### src/rtl/uart_rx_fifo.sv
// Receive-side byte FIFO behind the UART receiver: one write per rising edge of
// rx_done, first-word-fall-through read, sticky overflow when a byte is dropped.
module uart_rx_fifo #(
    parameter int DATA_WIDTH = 8,
    parameter int ADDR_WIDTH = 4
) (
    input  logic                  clk,
    input  logic                  reset,
    input  logic                  rx_done,
    input  logic [DATA_WIDTH-1:0] rx_data,
    input  logic                  rd,
    input  logic                  clr_ovf,
    output logic [DATA_WIDTH-1:0] rd_data,
    output logic                  empty,
    output logic                  full,
    output logic [ADDR_WIDTH:0]   count,
    output logic                  overflow
);

    localparam int DEPTH = 2 ** ADDR_WIDTH;
    localparam logic [ADDR_WIDTH:0] DEPTH_C = (ADDR_WIDTH + 1)'(DEPTH);
    localparam logic [ADDR_WIDTH:0] ONE_C   = (ADDR_WIDTH + 1)'(1);
    localparam logic [ADDR_WIDTH-1:0] PTR_ONE_C = ADDR_WIDTH'(1);

    logic [DATA_WIDTH-1:0] mem_q [DEPTH];

    logic [ADDR_WIDTH-1:0] wr_ptr_q, wr_ptr_d;
    logic [ADDR_WIDTH-1:0] rd_ptr_q, rd_ptr_d;
    logic [ADDR_WIDTH:0]   count_q, count_d;
    logic                  overflow_q, overflow_d;
    logic                  rx_done_q, rx_done_d;

    logic wr_s;
    logic wr_acc_s;
    logic rd_acc_s;
    logic drop_s;
    logic empty_s;
    logic full_s;

    // Status is derived only from the occupancy counter, never from pointer equality.
    always_comb begin
        empty_s  = (count_q == {(ADDR_WIDTH + 1){1'b0}});
        full_s   = (count_q == DEPTH_C);
        wr_s     = rx_done & ~rx_done_q;
        wr_acc_s = wr_s & (~full_s | rd);
        drop_s   = wr_s & full_s & ~rd;
        rd_acc_s = rd & ~empty_s;
    end

    // Next-state for pointers, occupancy, edge detector and sticky overflow.
    always_comb begin
        rx_done_d  = rx_done;
        wr_ptr_d   = wr_ptr_q;
        rd_ptr_d   = rd_ptr_q;
        count_d    = count_q;
        overflow_d = overflow_q;

        if (wr_acc_s) begin
            wr_ptr_d = wr_ptr_q + PTR_ONE_C;
        end else begin
            wr_ptr_d = wr_ptr_q;
        end

        if (rd_acc_s) begin
            rd_ptr_d = rd_ptr_q + PTR_ONE_C;
        end else begin
            rd_ptr_d = rd_ptr_q;
        end

        case ({wr_acc_s, rd_acc_s})
            2'b10:   count_d = count_q + ONE_C;
            2'b01:   count_d = count_q - ONE_C;
            default: count_d = count_q;
        endcase

        // A dropped byte takes priority over a same-cycle clear.
        if (drop_s) begin
            overflow_d = 1'b1;
        end else if (clr_ovf) begin
            overflow_d = 1'b0;
        end else begin
            overflow_d = overflow_q;
        end
    end

    // State registers; rx_done_q resets high so a flag already up at release is not a write.
    always_ff @(posedge clk or posedge reset) begin
        if (reset) begin
            wr_ptr_q   <= {ADDR_WIDTH{1'b0}};
            rd_ptr_q   <= {ADDR_WIDTH{1'b0}};
            count_q    <= {(ADDR_WIDTH + 1){1'b0}};
            overflow_q <= 1'b0;
            rx_done_q  <= 1'b1;
        end else begin
            wr_ptr_q   <= wr_ptr_d;
            rd_ptr_q   <= rd_ptr_d;
            count_q    <= count_d;
            overflow_q <= overflow_d;
            rx_done_q  <= rx_done_d;
        end
    end

    // Storage array, intentionally not reset.
    always_ff @(posedge clk) begin
        if (wr_acc_s) begin
            mem_q[wr_ptr_q] <= rx_data;
        end
    end

    // Output drive; rd_data falls through from the registered read pointer.
    always_comb begin
        rd_data  = mem_q[rd_ptr_q];
        empty    = empty_s;
        full     = full_s;
        count    = count_q;
        overflow = overflow_q;
    end

endmodule
### config.mk
export PLATFORM = sky130hd
export DESIGN_NAME = uart_rx_fifo
export DESIGN_NICKNAME = d
export VERILOG_FILES = /design/src/rtl/uart_rx_fifo.sv
export SDC_FILE = /design/constraint.sdc
export NUM_CORES = 1
export LEC_CHECK = 0
export CORE_MARGIN = 2
export CORE_UTILIZATION = 40
export DETAILED_ROUTE_END_ITERATION = 7
export PLACE_DENSITY = 0.59
export SLEW_MARGIN = 20
export SYNTH_ARGS = -nofsm -noshare
export SYNTH_HDL_FRONTEND = slang
export SYNTH_SLANG_ARGS = --single-unit
### constraint.sdc
create_clock -name clk -period 3.2 [get_ports clk]
set_clock_uncertainty 0.05 [all_clocks]
set_input_delay 0.96 -clock clk [delete_from_list [all_inputs] [get_ports clk]]
set_output_delay 0.96 -clock clk [all_outputs]
set_load 0.01 [all_outputs]
-- Yosys cells after proc, flatten, opt, wreduce, memory -nomap -nowiden
Memories as Yosys holds them, arrays and structs flattened.
Index checks and enable logic that the tools add are counted.
- add/sub/neg operators: 4
- eq/ne operators: 3
- mux-type cells: 5
- bitwise logic cells: 10
- reductions and logical operators: 3
- operator list (cell ; count):
    5-bit one-hot mux with 2 select lines ; 1
    4-bit by 1-bit adder with 4-bit output (second input constant) ; 2
    5-bit by 1-bit adder with 5-bit output (second input constant) ; 1
    1-bit bitwise AND ; 5
    5-bit equality test (second input constant) ; 1
    5-bit logical NOT ; 1
    5-bit by 1-bit subtractor with 5-bit output (second input constant) ; 1
    1-bit two-way mux ; 4
    1-bit inverter ; 4
    2-bit nonzero test ; 2
    2-bit by 1-bit equality test with 1-bit output (second input constant) ; 1
    2-bit equality test (second input constant) ; 1
    1-bit OR ; 1
- flip-flop bits (word level): 15
- memory bits (writable): 128
- input port bits: 13
- output and inout port bits: 16
- memories: 1
- memories (memory ; words ; bits a word ; read ports ; clocked after Yosys merged registers in ; wr ports ; line ; source):
    mem_q ; 16 ; 8 ; 1 ; 0 ; 1 ; 25 ; logic [DATA_WIDTH-1:0] mem_q [DEPTH];

-- Depth between registers and ports, before layout
Gate-level depths: netlist of run 1.
- depth in word-level cells: 6
- depth in mapped cells: 11

-- Worst setup path after synthesis of run 1
OpenSTA, ideal clock, no wires.
- path type: input to register
- from: in rd
- to: reg count_q[4] (netlist: count[4])
- setup time: 0.130 ns
- arrival time: 2.843 ns
- required time: 3.020 ns
- slack: 0.177 ns
- stages: 10
- buffers on the path: 0
- path through: inv_1 > a31oi_4 > inv_1 > ha_1 > ha_1 > nor2b_1 > o21ai_0 > a21oi_1 > or3b_1 > xnor2_1
- cells in the longest elaborated chain, start to end: 4
- RTL lines (element ; line ; source):
    from (decl) ; 11 ; input logic rd,
    1-bit OR ; 45 ; wr_acc_s = wr_s & (~full_s | rd);
    1-bit bitwise AND ; 45 ;
    2-bit by 1-bit equality test with 1-bit output or 2-bit equality test (tied branches) ; 70 ; case ({wr_acc_s, rd_acc_s})
    5-bit one-hot mux with 2 select lines or 2-bit nonzero test (tied branches) ; n/a ;
    to (signal assigned) ; 91 ; count_q <= {(ADDR_WIDTH + 1){1'b0}};
    to (signal assigned) ; 97 ; count_q <= count_d;
    to (decl) ; 29 ; logic [ADDR_WIDTH:0] count_q, count_d;
Parallel ways exist; a longest one is shown, timed or not.
A chain may end at the register's enable or synchronous reset.

-- Worst setup path after layout of run 1
- from: reg rd_ptr_q[0]
- to: out rd_data[3]
- cells in the longest elaborated chain, start to end: 1
- RTL lines (element ; line ; source):
    from (decl) ; 28 ; logic [ADDR_WIDTH-1:0] rd_ptr_q, rd_ptr_d;
    from (signal assigned) ; 90 ; rd_ptr_q <= {ADDR_WIDTH{1'b0}};
    from (signal assigned) ; 96 ; rd_ptr_q <= rd_ptr_d;
    memory 16 x 8 bit ; n/a ;
    to (decl) ; 13 ; output logic [DATA_WIDTH-1:0] rd_data,
Every way passes these cells.

==> flow_summary.yaml, run 1 <==
layout:
  nets: 443
  area_delta_synth_final_pct: 26.0
  layout-drive-gt1-share_pct: 33.7
  nFillCells: 1186
  num_antenna_cells: 0
  utilization_pct: 51.3
die:
  coreArea_um2: 14500
  initial_core_util_pct: 40.7
  die_w_um: 125
  fp-row-count: 44
  die-area_um2: 15700
  ios: 29
  die_h_um: 125
logic_synthesis:
  yosysSeqAreaShare_pct: 71.6
  synth-edff-count: 128
  synth_nets: 361
  synth_area_per_cell_um2: 17.4
  synth-main-ff-cell: "edfxtp_1"
  synth_cells: 338
  synth_area_um2: 5890
  yosys.cell_types.count: 37
  yosysWarnings: 0
  synth.area.top_cells: "edfxtp_1, mux4_2, dfrtp_1, mux2i_1, ha_1"
  synth-async-reset-ratio_pct: 10.5
  post-synth-top-area-cell: "edfxtp_1"
  synth-seq-cells: 143
  yosys.area.top_type_share_pct: 65.2
  yosysMostFrequentCell: "edfxtp_1"
  synthTopCellsByCount: "edfxtp_1, mux2i_1, o21ai_0"
power:
  powerDensity_nw_per_um2: 906
  vdd.ir_drop.worst_mv: 0.449
  p_leak_uw: 0.00268
clock_network:
  path_clk_slew_ns: 0.06
  cts_max_level: 4
  clk_path_buf_depth: 2
  cts-root-buf: "clkbuf_16"
  cts_tree: "yes"
  cts.sinks: 143
  postCtsHoldBufs: 0
  cts_buffers: 17
  clk_latency_ns: 0.42
global_route:
  grt_pass1_vias: 3289
  grt_pass1_wl_mm: 19.0
  grt_start_max_net_pins: 17
  antenna_found_initial: 0
  overflow: 0
  grt_usage_pct: 16.5
placed_design:
  place_ws_ns: -0.231
  place_congestion: 0.776
  portBuffers: 28
  post-dp-hpwl_mm: 7.79
timing:
  layout_worst_path_cycle_share_pct: 98.2
  report.final.slew_viol_count: 0
  setup_tns_ns: 0
  finalSetupViolCount: 0
  period_needed_ns: 3.14
  grt_setup_unrepaired: "true"
  hold_violations: 0
  finalWorstSetupSlack_ns: 0.0572
  fmax_mhz: 318
  relSlewSlack_pct: 55.5
  tightestPinTransition_ns: 0.666
min_path:
  hold_path.class: "register to register"
detailed_routing:
  detail-route-antenna-nets: 0
  wl_per_cell_um: 19.3
  drt-pass1-iter-count: 4
  drc: 0
  drt_iter0_drc: 272
  via_count: 3175
  vias_per_cell: 5.15
  drt-total-wl_mm: 11.9
setup_path:
  cp-start-kind: "register"
  setup.worst_path.end_class: "output port"
  worst-path-max-fanout: 5
  path_class: "register to output port"
  worst-endpoint-required_ns: 2.19
  crit_arrival_ns: 2.13
run_status:
  status: "completed"
flow_run:
  cap_violations: 0
-- what timing repair did --
item,in CTS,in global routing
buffers inserted,3,1
resized for setup,52,18
pin swaps,7,3
cloned,2,0
setup endpoints to repair,8,7
-- layout make-up --
type                            instances  area (um^2)  share of cell area, %
Multi-Input combinational cell        164         1620                   21.9
Clock buffer                           17          425                   5.73
Inverter                               15         56.3                  0.758
Timing Repair Buffer                   79          731                   9.84
Sequential cell                       143         4220                   56.9
Tap cell                              184          230                   3.10
Clock inverter                         15          135                   1.82
-- report_power, final --
group | total [uW] | leakage, uW | internal, uW | switching (uW)
combinational | 2470 | 0.00107 | 1270 | 1200
clock | 1860 | 0.000280 | 1080 | 783
sequential | 2390 | 0.00133 | 2210 | 182
-- final timing paths --
check | from | slack [ns] | cells after the start | end
max | rd_ptr_q[0] | 0.06 | 9 | rd_data[3]
min reg2reg | overflow | 0.50 | 2 | overflow
max in group asynchronous | reset | 1.79 | 2 | rd_ptr_q[0]
max reg2reg | count[0] | 0.53 | 11 | count[4]
min in group asynchronous | reset | 0.87 | 2 | count[1]
min | overflow | 0.50 | 2 | overflow
-- layer usage --
| metal | part of all wire, % | track usage, % | up-vias | wire (um) |
|---|---|---|---|---|
| met5 | 0 | 0 | - | 0 |
| met4 | 1.2 | 7.25 | 0 | 148 |
| met3 | 3.3 | 3.64 | 11 | 389 |
| met2 | 51 | 26.1 | 61 | 6030 |
| met1 | 45 | 22.2 | 1615 | 5330 |
| li1 | - | - | 1488 | - |
-- kinds of logic after synthesis --
family,after synthesis,share of synthesized area [%]
flip-flops,143,71.6
multiplexers,50,12.1
adder cells (fa/ha/maj),10,2.25
XOR/XNOR,10,1.49
AO/OA/AOI/OAI,49,5.39
buffers and inverters,31,2.82
AND/OR/NAND/NOR,45,4.27
-- metrics by stage --
stage / area (um^2) / hold slack [ns] / cells / power [uW]
floorplan: 5890 / 0.500 / 338 / 3710
global placement: 6680 / 0.471 / 579 / 4640
detailed placement: 6680 / 0.480 / 579 / 4670
CTS: 7390 / 0.492 / 616 / 6720
global route: 7420 / 0.530 / 617 / 7070
finish: 7420 / 0.497 / 617 / 6720
-- placed cells by master, fill, tap and decap left out, drive strengths merged, types with 2 or more instances in the layout --
cell	Yosys	routed
nand3	2	2
clkinv	0	7
nor2b	2	2
nor3	4	4
buf	10	54
mux4	16	16
mux2i	25	25
a221oi	8	8
nor2	5	5
ha	9	9
o21ai	20	20
nand2	16	16
xor2	3	3
inv	15	21
clkbuf	6	19
clkdlybuf4s50	0	20
nor4	5	5
bufbuf	0	2
a21oi	10	10
xnor2	7	7
mux2	9	9
edfxtp	128	128
dfrtp	14	14
a22oi	8	8
and2	5	5
-- registers in the layout, indices dropped and copies added, names as in the netlist --
signal	flops
mem_q	128
count	5
rd_ptr_q	4
wr_ptr_q	4
overflow	1
rx_done_q	1
-- worst max-delay path: stages, from the launching register on --
cell and delay, ns:
dfrtp_2 0.43, buf_6 0.14, buf_6 0.11, mux2_2 0.33, o21ai_2 0.13, a21oi_2 0.05, buf_4 0.15, a22oi_2 0.11
nand2_1 0.10, buf_2 0.15
Note: power is estimated with default switching activity, not from simulation.
==> run 2, diff against run 1 <==
--- a/config.mk
+++ b/config.mk
@@ -5,9 +5,10 @@
 export SDC_FILE = /design/constraint.sdc
 export NUM_CORES = 1
 export LEC_CHECK = 0
-export CORE_MARGIN = 2
+export ABC_AREA = 1
 export CORE_UTILIZATION = 40
 export DETAILED_ROUTE_END_ITERATION = 7
+export GPL_ROUTABILITY_DRIVEN = 1
 export PLACE_DENSITY = 0.59
 export SLEW_MARGIN = 20
 export SYNTH_ARGS = -nofsm -noshare
==> run 2 against run 1 <==
Against the previous run:
- sequential cell count did not move
- largest power group unchanged
- worst setup slack improved by 0.15 ns
- highest routed layer unchanged
- first-iteration DRC count rose by 4.4%
- critical endpoint unchanged
- wire length rose by 20%
- maximum frequency rose by 5.0%
- cell area rose by 6.3%
- power rose by 4.7%
==> flow_summary.yaml, run 2 <==
logic_synthesis:
  synth_area_per_cell_um2: 10.1
  synth_area_um2: 6480
  synth-main-ff-cell: "edfxtp_1"
  synth-async-reset-ratio_pct: 10.5
  synth.area.top_cells: "edfxtp_1, nand2_1, dfrtp_1, inv_1, nand3_1"
  synth-seq-cells: 143
  yosysSeqAreaShare_pct: 65.2
  yosysWarnings: 0
  synth-edff-count: 128
  synth_cells: 640
  yosys.area.top_type_share_pct: 59.3
  post-synth-top-area-cell: "edfxtp_1"
  yosysMostFrequentCell: "nand2_1"
  synth_nets: 663
  synthTopCellsByCount: "nand2_1, edfxtp_1, inv_1"
  yosys.cell_types.count: 29
layout:
  num_antenna_cells: 0
  final-seq-area_um2: 4220
  multi_input_area_um2: 1810
  nFillCells: 1376
  final_cell_mix: "nand2_1, edfxtp_1, inv_1"
  layout-drive-gt1-share_pct: 13.1
  area_delta_synth_final_pct: 21.8
  final_common_cell: "nand2_1"
  nets: 720
  final_cells: 926
  largest_register_ffs: 128
  regMostFlops: "mem_q"
timing:
  grt_setup_unrepaired: "false"
  whs_ns: 0.478
  relSlewSlack_pct: 56.4
  finalSetupViolCount: 0
  period_needed_ns: 2.99
  hold_violations: 0
  fmax_mhz: 334
  finalWorstSetupSlack_ns: 0.207
  layout_worst_path_cycle_share_pct: 93.5
  setup_tns_ns: 0
  report.final.slew_viol_count: 0
  tightestPinTransition_ns: 0.653
global_route:
  antenna_found_initial: 0
  grt_pass1_vias: 4424
  grt_start_max_net_pins: 51
  grt_usage_pct: 18.5
  overflow: 0
  grt_pass1_wl_mm: 22.6
clock_network:
  clk_latency_ns: 0.42
  cts.sinks: 143
  cts_tree: "yes"
  path_clk_slew_ns: 0.06
  postCtsHoldBufs: 0
  cts_max_level: 4
  clk_path_buf_depth: 2
  cts-root-buf: "clkbuf_16"
  cts_buffers: 17
detailed_routing:
  vias_per_cell: 4.76
  wl_per_cell_um: 15.5
  drc: 0
  drt_iter0_drc: 284
  drt-total-wl_mm: 14.3
  drt-pass1-iter-count: 5
  detail-route-antenna-nets: 0
  via_count: 4406
min_path:
  hold_depth: 2
  hold_path.class: "register to register"
power:
  vdd.ir_drop.worst_mv: 0.479
  powerDensity_nw_per_um2: 892
  total_power_uw: 7040
  p_leak_uw: 0.00338
die:
  ios: 29
  fp-row-count: 46
  die-area_um2: 16700
  initial_core_util_pct: 40.9
  coreArea_um2: 15800
  die_h_um: 129
  die_w_um: 129
setup_path:
  setup.worst_path.end_class: "output port"
  crit_arrival_ns: 1.98
  reg2reg_depth: 11
  rrSetupSlack_ns: 0.89
  path_class: "register to output port"
  worst-path-max-fanout: 16
  worst-endpoint-required_ns: 2.19
  cp-start-kind: "register"
placed_design:
  place_congestion: 0.870
  portBuffers: 28
  post-dp-hpwl_mm: 9.04
  place_inst: 887
  place_ws_ns: 0.172
run_status:
  status: "completed"
flow_run:
  cap_violations: 0
run 2: cell count changes in the layout (fill, tap and decap cells not counted), moves of 7 or more:
cell | before | now
buf_4 | 42 | 29
inv_1 | 15 | 69
mux2_2 | 8 | 0
mux2i_1 | 25 | 0
mux4_2 | 16 | 0
nand2_1 | 15 | 239
nand3_1 | 2 | 50
nand3_2 | 0 | 10
nor2_1 | 4 | 47
nor2_2 | 0 | 7
nor3_1 | 4 | 16
run 2: routing by layer:
| layer | part of all wire, % | vias to the layer above | track usage, % |
|---|---|---|---|
| li1 | - | 2187 | - |
| met1 | 45 | 2088 | 23.3 |
| met2 | 48 | 106 | 30.8 |
| met3 | 4.3 | 25 | 3.76 |
| met4 | 2.2 | 0 | 8.65 |
| met5 | 0 | - | 0 |
run 2: kinds of logic (layout without fill, tap and decap cells):
| family | after synthesis | after routing | synth area share [%] |
|---|---|---|---|
| buffers and inverters | 101 | 171 | 7.05 |
| DFF | 143 | 143 | 65.2 |
| AOI/OAI and AO/OA | 7 | 7 | 0.541 |
| adders and majority gates | 10 | 10 | 2.05 |
| and+or+nand+nor | 375 | 375 | 24.7 |
| xor gates and xnor gates | 4 | 4 | 0.541 |
run 2: cell type report:
| type | instances | area share [%] |
|---|---|---|
| Sequential cell | 143 | 53.5 |
| Multi-Input combinational cell | 396 | 22.9 |
| Timing Repair Buffer | 63 | 8.10 |
| Clock buffer | 21 | 5.58 |
| Inverter | 76 | 3.77 |
| Tap cell | 216 | 3.42 |
| Clock inverter | 11 | 2.69 |
run 2: through the flow:
stage	area, um^2	util, %
3_3_place_gp	7100	44.8
6_report	7890	49.9
3_5_place_dp	7100	44.8
4_1_cts	7800	49.3
5_1_grt	7890	49.9
2_1_floorplan	6480	-
run 2: worst max-delay path: stages (launching register included):
cell and delay (ns):
dfrtp_2 0.45, inv_4 0.11, bufbuf_16 0.29, nand2_1 0.06, nand3_1 0.06, nand3_1 0.15, nand2_1 0.11, nand2_1 0.06
dlygate4sd2_1 0.28
run 2: path summary, 6_finish.rpt:
| kind | from | to |
|---|---|---|
| worst max-delay path | rd_ptr_q[0] | rd_data[3] |
| worst min-delay path | overflow | overflow |
| worst max register to register | count[3] | count[4] |
| worst min register to register | overflow | overflow |
| max in group asynchronous | reset | rd_ptr_q[1] |
| min in group asynchronous | reset | wr_ptr_q[1] |
run 2: repair_timing:
action / 4_1_cts / 5_1_grt
pin swaps: 0 / 1
cloned: 1 / 1
buffers inserted: 0 / 5
gates resized for setup: 11 / 7
setup endpoints to repair: 8 / 5
run 2: power breakdown:
group | leakage, uW | internal (uW) | switching [uW]
Sequential | 0.00133 | 2190 | 171
Combinational | 0.00173 | 991 | 1500
Clock | 0.000311 | 1460 | 725
==> run 3, diff against run 2 <==
--- a/config.mk
+++ b/config.mk
@@ -6,10 +6,10 @@
 export NUM_CORES = 1
 export LEC_CHECK = 0
 export ABC_AREA = 1
-export CORE_UTILIZATION = 40
+export CORE_UTILIZATION = 35
 export DETAILED_ROUTE_END_ITERATION = 7
 export GPL_ROUTABILITY_DRIVEN = 1
-export PLACE_DENSITY = 0.59
+export PLACE_DENSITY = 0.53
 export SLEW_MARGIN = 20
 export SYNTH_ARGS = -nofsm -noshare
 export SYNTH_HDL_FRONTEND = slang
==> run 3 against run 2 <==
Against the previous run:
- worst setup slack worse by 0.043 ns
- sequential cell count stayed put
- wire length is 7.0% higher
- clock power is 15% lower
- combinational power hardly changed
- count of clock-buffer cells in the layout is 3 lower
- worst hold slack better by 0.0085 ns
- critical path depth is 1 higher
==> flow_summary.yaml, run 3 (synthesized netlist as in run 2, its figures left out) <==
die:
  fp-row-count: 49
  die_w_um: 138
  die_h_um: 138
  die-area_um2: 19100
  ios: 29
  coreArea_um2: 18000
  initial_core_util_pct: 35.9
setup_path:
  cp-start-kind: "register"
  worst-endpoint-required_ns: 2.19
  setup.worst_path.end_class: "output port"
  cp_common_cell: "nand2_1"
  worst-path-max-fanout: 21
  cp_cell_sequence: "buf_4, buf_6, nand2_1, nand3_1, nand2_1, nor2_1, nand2_1, nand2_1, dlygate4sd2_1"
  critPathSlowestCell: "dfrtp_2"
  crit_arrival_ns: 2.03
  path_class: "register to output port"
  critical_path_buf_inv_count: 3
  cp_slowest_stage_delay_ns: 0.46
  crit_family: "buffers and inverters"
layout:
  num_antenna_cells: 0
  largest_register_ffs: 128
  nFillCells: 1744
  fin_area_um2: 7780
  final_common_cell: "nand2_1"
  utilization_pct: 43.2
  final_cell_mix: "nand2_1, edfxtp_1, inv_1"
  area_delta_synth_final_pct: 20.1
  regMostFlops: "mem_q"
  layout-drive-gt1-share_pct: 12.7
  nets: 719
global_route:
  antenna_found_initial: 0
  grt_start_max_net_pins: 31
  grt_usage_pct: 17.0
  overflow: 0
  grt_pass1_wl_mm: 24.2
  grt_pass1_vias: 4285
clock_network:
  postCtsHoldBufs: 0
  cts-root-buf: "clkbuf_16"
  clk_path_buf_depth: 2
  clk_latency_ns: 0.42
  cts.sinks: 143
  cts_buffers: 17
  cts_max_level: 4
  path_clk_slew_ns: 0.06
  cts_tree: "yes"
detailed_routing:
  vias_per_cell: 4.75
  via_count: 4455
  drt-total-wl_mm: 15.3
  wl_per_cell_um: 16.3
  drt_iter0_drc: 331
  drt-pass1-iter-count: 5
  detail-route-antenna-nets: 0
  drc: 0
min_path:
  hold_path.class: "register to register"
flow_run:
  cap_violations: 0
timing:
  setup_tns_ns: 0
  tightestPinTransition_ns: 0.798
  layout_worst_path_cycle_share_pct: 94.9
  fmax_mhz: 329
  grt_setup_unrepaired: "false"
  period_needed_ns: 3.04
  hold_violations: 0
  finalSetupViolCount: 0
  report.final.slew_viol_count: 0
  finalWorstSetupSlack_ns: 0.164
  relSlewSlack_pct: 46.6
power:
  powerDensity_nw_per_um2: 861
  total_power_uw: 6700
  vdd.ir_drop.worst_mv: 0.510
  p_leak_uw: 0.00329
placed_design:
  post-dp-hpwl_mm: 9.60
  place_ws_ns: 0.171
  portBuffers: 28
  place_congestion: 0.820
  dpl_cell_area_um2: 7120
run_status:
  status: "completed"
## run 3: cell types whose count changed in the layout (fill, tap and decap cells not counted), sizes merged
| cell | before | now |
|---|---|---|
| clkinv | 4 | 9 |
| dlygate4sd2 | 3 | 8 |
| dlymetal6s2s | 5 | 0 |
| bufinv | 6 | 2 |
| clkbuf | 22 | 18 |
| clkinvlp | 1 | 3 |
## run 3: per-stage QoR
stage / hold WS [ns] / instances
4_1_cts: 0.497 / 938
2_1_floorplan: 0.455 / 640
3_3_place_gp: 0.455 / 901
6_report: 0.486 / 938
3_5_place_dp: 0.480 / 901
5_1_grt: 0.519 / 938
## run 3: worst paths after layout
kind                             startpoint           to  slack, ns  cells after the start
worst max register to register     count[2]     count[4]       0.85                     11
max in group asynchronous             reset  rd_ptr_q[0]       1.82                      2
min in group asynchronous             reset     overflow       0.86                      2
worst min-delay path               overflow     overflow       0.49                      2
worst min register to register     overflow     overflow       0.49                      2
worst max-delay path            rd_ptr_q[0]   rd_data[7]       0.16                      9
## run 3: worst reg2reg max path, delay by kind of cell, from the launching register on
kind | cells | cell delay (ns)
simple gates | 8 | 1.10
fa+ha+maj | 2 | 0.58
flops | 1 | 0.42
buf+inv | 1 | 0.09
## run 3: cell type report
type | count | area [um^2] | area share [%]
Clock buffer | 18 | 429 | 5.52
Multi-Input combinational cell | 396 | 1810 | 23.2
Clock inverter | 14 | 125 | 1.61
Inverter | 76 | 298 | 3.83
Tap cell | 229 | 287 | 3.68
Sequential cell | 143 | 4220 | 54.3
Timing Repair Buffer | 62 | 612 | 7.86
## run 3: per-layer routing
metal	GRT usage (%)	share of wire (%)
met1	22.9	46
met2	26.5	46
met3	4.43	6.3
met4	5.84	1.9
met5	0	0
## run 3: power by group
| group | switching, uW | leakage [uW] | internal (uW) |
|---|---|---|---|
| combinational | 1550 | 0.00169 | 937 |
| clock | 727 | 0.000263 | 1130 |
| sequential | 177 | 0.00134 | 2190 |
## run 3: timing repair
action                                  in CTS  in global routing
endpoints found under the hold margin        0                  0
resized for setup                           16                  0
endpoints found under the setup margin       8                  0
buffers inserted                             3                  0
